--- config.mk ---
export PLATFORM = sky130hd
export DESIGN_NAME = baud_generator
export DESIGN_NICKNAME = d
export VERILOG_FILES = /design/src/rtl/spart_pkg.sv /design/src/rtl/baud_div_counter.sv /design/src/rtl/baud_generator.sv
export SDC_FILE = /design/constraint.sdc
export NUM_CORES = 1
export LEC_CHECK = 0
export ABC_AREA = 1
export CAP_MARGIN = 15
export CORE_MARGIN = 1.5
export CORE_UTILIZATION = 57
export CTS_BUF_LIST = sky130_fd_sc_hd__clkbuf_4
export DETAILED_ROUTE_END_ITERATION = 8
export PLACE_DENSITY = 0.81
export SLEW_MARGIN = 20
export SYNTH_ARGS = -nofsm -noshare
export SYNTH_HDL_FRONTEND = slang
export SYNTH_SLANG_ARGS = --single-unit
export TNS_END_PERCENT = 10
--- constraint.sdc ---
create_clock -name clk -period 5.48 [get_ports clk]
set_clock_uncertainty 0.2 [all_clocks]
set_input_delay 0.822 -clock clk [delete_from_list [all_inputs] [get_ports clk]]
set_output_delay 0.822 -clock clk [all_outputs]
set_load 0.05 [all_outputs]
--- src/rtl/spart_pkg.sv ---
// Shared SPART constants and types: I/O bus addresses, oversample ratio,
// default divisor, baud generator state encoding and the bus write payload.
package spart_pkg;

  localparam logic [1:0] ADDR_DB_LO = 2'b10;
  localparam logic [1:0] ADDR_DB_HI = 2'b11;

  localparam int unsigned OVERSAMPLE = 16;
  localparam int unsigned OS_W       = 4;

  // 50 MHz / (9600 * 16)
  localparam logic [15:0] RESET_DIVISOR = 16'd325;

  typedef enum logic {
    HALT = 1'b0,
    RUN  = 1'b1
  } baud_state_t;

  // Payload of one I/O bus write as seen by this block
  typedef struct packed {
    logic [1:0] addr;
    logic [7:0] data;
  } io_wr_t;

endpackage

--- src/rtl/baud_div_counter.sv ---
// Reloadable down-counter producing a one-cycle tick on terminal count.
// Ports:
//   clk, rst    - clock, asynchronous active-high reset
//   en          - count enable; when low the counter holds and no tick is produced
//   load        - load load_val (takes priority over counting and reload)
//   load_val    - value loaded on load
//   reload_val  - value reloaded when the count reaches zero
//   tick_c      - decoded from the count flop: en & (cnt == 0)
module baud_div_counter #(
  parameter int unsigned   W         = 16,
  parameter logic [W-1:0]  RESET_CNT = '0
) (
  input  logic         clk,
  input  logic         rst,
  input  logic         en,
  input  logic         load,
  input  logic [W-1:0] load_val,
  input  logic [W-1:0] reload_val,
  output logic         tick_c
);

  logic [W-1:0] cnt;

  // Load wins over the terminal-count reload so a new period starts cleanly
  always_ff @(posedge clk or posedge rst) begin
    if (rst) begin
      cnt <= RESET_CNT;
    end else if (load) begin
      cnt <= load_val;
    end else if (en) begin
      cnt <= (cnt == '0) ? reload_val : cnt - W'(1);
    end
  end

  assign tick_c = en & (cnt == '0);

endmodule

--- src/rtl/baud_generator.sv ---
// Programmable baud-rate tick generator. The divisor is staged byte-wise over
// the I/O bus (low byte first) and committed atomically by the high-byte write.
// Compile option: BAUD_OVERSAMPLE_EN - baud runs at 16x the bit rate and
// tx_baud fires on every 16th baud; otherwise tx_baud == baud at 1x.
// Ports:
//   clk, rst     - clock, asynchronous active-high reset
//   iocs, iorw   - bus chip select, 1 = read / 0 = write
//   ioaddr       - 2'b10 divisor low byte, 2'b11 divisor high byte (commit)
//   databus_in   - write data
//   baud         - one-cycle sample enable to receive control
//   tx_baud      - one-cycle 1x bit enable to transmit control
//   divisor      - committed divisor
//   running      - committed divisor is non-zero
module baud_generator #(
  parameter int unsigned       DIV_W         = 16,
  parameter logic [DIV_W-1:0]  RESET_DIVISOR = spart_pkg::RESET_DIVISOR
) (
  input  logic             clk,
  input  logic             rst,
  input  logic             iocs,
  input  logic             iorw,
  input  logic [1:0]       ioaddr,
  input  logic [7:0]       databus_in,
  output logic             baud,
  output logic             tx_baud,
  output logic [DIV_W-1:0] divisor,
  output logic             running
);

  import spart_pkg::*;

  localparam logic [DIV_W-1:0] RESET_CNT =
    (RESET_DIVISOR == '0) ? '0 : RESET_DIVISOR - DIV_W'(1);
  localparam baud_state_t RESET_STATE =
    (RESET_DIVISOR == '0) ? HALT : RUN;

  io_wr_t           wr;
  logic             wr_en;
  logic             wr_lo;
  logic             commit;
  logic [7:0]       lo_stage;
  logic [DIV_W-1:0] div_q;
  logic [DIV_W-1:0] commit_val;
  logic [DIV_W-1:0] load_val;
  logic [DIV_W-1:0] reload_val;
  baud_state_t      state_q;
  baud_state_t      state_d;
  logic             tick_c;

  // Bus write decode; reads and deselected cycles do nothing
  assign wr         = '{addr: ioaddr, data: databus_in};
  assign wr_en      = iocs & ~iorw;
  assign wr_lo      = wr_en & (wr.addr == ADDR_DB_LO);
  assign commit     = wr_en & (wr.addr == ADDR_DB_HI);
  assign commit_val = {wr.data, lo_stage};

  // A zero commit parks the counter at 0 rather than wrapping to all-ones
  assign load_val   = (commit_val == '0) ? '0 : commit_val - DIV_W'(1);
  assign reload_val = div_q - DIV_W'(1);

  // Next state: only a commit moves between HALT and RUN
  always_comb begin
    state_d = state_q;
    if (commit) begin
      state_d = (commit_val != '0) ? RUN : HALT;
    end
  end

  // State register
  always_ff @(posedge clk or posedge rst) begin
    if (rst) begin
      state_q <= RESET_STATE;
    end else begin
      state_q <= state_d;
    end
  end

  // Staged low byte and committed divisor
  always_ff @(posedge clk or posedge rst) begin
    if (rst) begin
      lo_stage <= RESET_DIVISOR[7:0];
      div_q    <= RESET_DIVISOR;
    end else begin
      if (wr_lo) begin
        lo_stage <= wr.data;
      end
      if (commit) begin
        div_q <= commit_val;
      end
    end
  end

  assign divisor = div_q;
  assign running = (state_q == RUN);

  baud_div_counter #(
    .W         (DIV_W),
    .RESET_CNT (RESET_CNT)
  ) u_div_counter (
    .clk        (clk),
    .rst        (rst),
    .en         (running),
    .load       (commit),
    .load_val   (load_val),
    .reload_val (reload_val),
    .tick_c     (tick_c)
  );

  assign baud = tick_c;

`ifdef BAUD_OVERSAMPLE_EN
  logic [OS_W-1:0] os_cnt;

  // Oversample phase; a commit restarts the 16-tick bit frame
  always_ff @(posedge clk or posedge rst) begin
    if (rst) begin
      os_cnt <= '0;
    end else if (commit) begin
      os_cnt <= '0;
    end else if (tick_c) begin
      os_cnt <= os_cnt + OS_W'(1);
    end
  end

  assign tx_baud = tick_c & (os_cnt == OS_W'(OVERSAMPLE - 1));
`else
  assign tx_baud = tick_c;
`endif

endmodule

# Yosys cells after proc, flatten, opt, wreduce, memory -nomap -nowiden
# Index checks and enable logic that the tools add are counted.
# word_totals
regBits	41
output_inout_bits	19
ram_bits	0
romBits	0
latch_bits	0
input_bits	14
n_memories	0
# classes
n_reduce_logical	4
div_mod_pow	0
bitwise_logic	5
mux	5
n_lt_le_gt_ge	0
eq_ne	2
add_sub_neg	3
shifts	0
n_mul	0
# op_table
op	count
$mux W16	4
$sub A16 B1 Y16 const B	3
$logic_not A16 Y1	2
$reduce_bool A16 Y1	1
$and A1 B1 Y1	4
$eq A2 B2 Y1 const B	2
$reduce_bool A2 Y1	1
$mux W1	1
$not A1 Y1	1

# Longest topological paths before layout
# depth
ltp_word	4
mapped_depth	16
mapped_depth_nobuf	16

# Hierarchy
# A second synthesis with hierarchy kept.
# hier_totals
hier_cells	499
area_unflattened_um2	3326.9
# modules_own_cells
mod	area_per_inst_um2	cells_each	n_inst
baud_generator	1798.0	270	1
baud_div_counter	1529.0	229	1

# Least setup slack after synthesis
# Ideal clock, no wire load.
# synth_timing
kind	reg2out
from	register u_div_counter.cnt[10]
to	output tx_baud
path_slack_ps	2603
stages_incl_launch_ff	7
path_buffers	1
arrival_time_ps	1855
cell_sequence	dfrtp_1 > nor2_2 > nand2_2 > nor2_8 > nand2_4 > nor2_1 > buf_4
# synth_via
elab_chain_len	2
# synth_rtl
element	line_no	text
start: declaration	baud_div_counter.sv:22	logic [W-1:0] cnt;
start signal: assignment	baud_div_counter.sv:29	cnt <= load_val;
start signal: assignment	baud_div_counter.sv:31	cnt <= (cnt == '0) ? reload_val : cnt - W'(1);
$logic_not A16 Y1	baud_div_counter.sv:35	assign tick_c = en & (cnt == '0);
$and A1 B1 Y1	baud_div_counter.sv:35	
end: declaration	baud_generator.sv:25	output logic tx_baud,
# No other way between the ends.

# Final worst setup path
# layout_timing
from	register u_div_counter.cnt[0]
to	output baud
# layout_via
elab_chain_len	2
# layout_rtl
element	line_no	text
$logic_not A16 Y1	baud_div_counter.sv:35	
$and A1 B1 Y1	baud_div_counter.sv:35	
end: declaration	baud_generator.sv:24	output logic baud,
# No other way between the ends.

==> impl_metrics.toml <==
[run_status]
status = "complete, no violations"

[drt]
drtAntennaViolNets = 0
drt_wl_total_mm = 6.78
avgViaCountPerCell = 5.42
drt_iter0_markers = 114
drtPass1Iterations = 4
drc_errors = 0
wl_per_cell_um = 14.0
vias = 2631

[setup_path]
r2r_cells = 14
cp-start-kind = "flop"
cp.required_ns = 4.46
crit_start = "u_div_counter.cnt[0]"
crit_path_end_kind = "output port"
r2r_start = "u_div_counter.cnt[0]"
cp-endpoint = "baud"
rr_endpoint = "u_div_counter.cnt[10]"
cp_data_arrival_time_ns = 2.44
r2r_slack_ns = 2.70
path_class = "flop to output port"
path_max_fanout = 16

[sta]
hold_viol = 0
rsz0062_at_grt = "false"
slew_viol_final = 0
finalSetupViolations = 0
maxSlewHeadroom = 0.513
fin_hold_ws_ns = 0.308
fin_crit_sh = 0.632
fmax_mhz = 289
tightest_slew_ns = 0.730
fin_setup_tns_ns = 0
period_minus_slack_ns = 3.47

[floorplanning]
die_w_um = 72.9
die_area_um2 = 5310
ios = 33
die_h_um = 72.9
rows = 25
coreArea_um2 = 4720
start_util = 0.589

[grt]
globalRouteMet1Util = 0.382
busiest_layer = "met2"
antenna_found_initial = 0
grt_use_met3 = 0.0373
use_met2 = 0.468
track_usage = 0.281
grt_first_pass_wirelength_mm = 11.5
grt_max_degree = 47
overflow = 0
grt_pass1_vias = 2482

[clock_network]
cts_buffers = 5
cts_sinks = 41
clk_latency_ns = 0.36
hold_buffers = 0
root_buffer = "clkbuf_4"
cts_resized = 0
cts_buffer_depth = 2
postCtsSetupBuffers = 0
cts_tree = "yes"
clk_pin_slew_worst_paths_ns = 0.12
htreeDepth = 2

[synthesis]
synth-compound-area-share = 0.145
ys_ff_latch = 41
ys_warn_count = 0
synth-xor-area-share = 0.0220
synth_top_family_by_area = "simple AND/OR/NAND/NOR gates"
synth_cell_types = 34
synth-main-ff-cell = "dfrtp_1"
yosys.area.top_type = "dfrtp_1"
synth_area_um2 = 2780
avgSynthCellArea_um2 = 7.16
synth_cells = 389
ys_top_cells_by_area = "dfrtp_1 27%, nand2_1 12%, dfstp_2 10%"
synthesis.nets = 405
synthSimpleGateAreaFrac = 0.356
synth-edff-count = 0
ys_seq_area_frac = 0.373
muxShareOfSynthArea = 0
async_flop_share = 1.00
yosysTopAreaCellShare = 0.270
synth_fa_ha_area_frac = 0.00899

[placement]
gp_congestion = 0.942
dpl.hpwl_mm = 5.26
port_buffers = 32

[layout]
final_nets = 433
final_core_util = 0.676
drive_gt1_frac = 0.136
area_delta_synth_final_pct = 14.7
antenna_cells = 0

[pwr]
intPower_mw = 0.700
switching_power_mw = 0.602
p_comb_frac = 0.489
seqPwrFrac = 0.387
power_leakage_nw = 1.53
power_density_nw_per_um2 = 408
p_sw_frac = 0.462
peakVddDrop_mv = 0.241
p_clk_frac = 0.124

[flow_run]
drv_cap = 0

[hold_path]
min-delay-path-class = "flop to flop"
-- metal layers --
layer  share of wire  vias to the layer above
met5               0                        -
met4           0.015                        0
met3           0.048                       12
met2            0.48                       74
met1            0.46                     1233
li1                -                     1312
-- critical path, stage by stage, from the launching register on --
cell,delay (ns)
dfrtp_1,0.43
nor2_1,0.18
nand2_2,0.12
nor2_8,0.24
nand2_4,0.14
nor2_1,0.15
clkdlybuf4s50_1,0.82
-- placed cells by master, fill, tap and decap left out, types with 4 or more instances in the layout --
| cell | instances |
|---|---|
| a21oi_1 | 14 |
| a22oi_1 | 5 |
| a31oi_1 | 8 |
| clkbuf_4 | 8 |
| clkdlybuf4s50_1 | 32 |
| dfrtp_1 | 30 |
| dfstp_2 | 11 |
| inv_1 | 49 |
| nand2_1 | 89 |
| nand2_2 | 7 |
| nand3_1 | 30 |
| nand3_2 | 6 |
| nand3b_1 | 4 |
| nand4_1 | 4 |
| nor2_1 | 46 |
| nor2_2 | 12 |
| o21ai_0 | 32 |
| o21bai_1 | 4 |
| xor2_1 | 7 |
-- Yosys cell counts, types with 7 or more instances --
master and count:
nand3_1 30, nand2_2 7, inv_1 49, nand2_1 89, a21oi_1 14, xor2_1 7, nor2_1 47, a31oi_1 8
nor2_2 11, dfstp_2 11, dfrtp_1 30, o21ai_0 32
-- flip-flops by register name (all words and copies together), names as in the netlist --
register / count
lo_stage: 8
divisor: 16
u_div_counter.cnt: 16
running: 1
-- stage by stage --
stage | worst slack [ns] | area, um^2 | total power, mW | std cells
4_1_cts | 1.94 | 3190 | 1.30 | 485
2_1_floorplan | 2.60 | 2780 | 0.961 | 389
6_report | 2.01 | 3190 | 1.30 | 485
5_1_grt | 1.90 | 3190 | 1.40 | 485
3_3_place_gp | 1.67 | 3130 | 1.12 | 477
3_5_place_dp | 1.56 | 3130 | 1.14 | 477
-- layout make-up --
cell class	count	area (um^2)
Tap cell	67	83.8
Sequential cell	41	1040
Inverter	51	191
Clock buffer	8	60.1
Fill cell	432	1530
Multi-Input combinational cell	284	1480
Timing Repair Buffer	34	335
-- power groups by stage --
stage	clock network, mW	logic, mW	registers, mW
floorplan	0	0.384	0.577
detailed placement	0	0.629	0.508
global route	0.172	0.710	0.516
CTS	0.164	0.633	0.501
global placement	0	0.619	0.505
finish	0.162	0.636	0.504
-- cell families (layout without fill, tap and decap cells) --
family | Yosys count | after routing
simple gates | 206 | 206
xor+xnor | 7 | 7
buf+inv | 64 | 93
compound gates | 69 | 69
flops | 41 | 41
fa+ha+maj | 2 | 2
-- worst min-delay path by stage --
stage                        endpoint         from  cells past startpoint
after floorplan           lo_stage[1]  lo_stage[1]                      2
after detailed placement  lo_stage[1]  lo_stage[1]                      2
after global placement    lo_stage[1]  lo_stage[1]                      2
final                     lo_stage[0]  lo_stage[0]                      2
after global routing      lo_stage[1]  lo_stage[1]                      2
after CTS                 lo_stage[1]  lo_stage[1]                      2
Note: power is estimated with default switching activity, not from simulation.
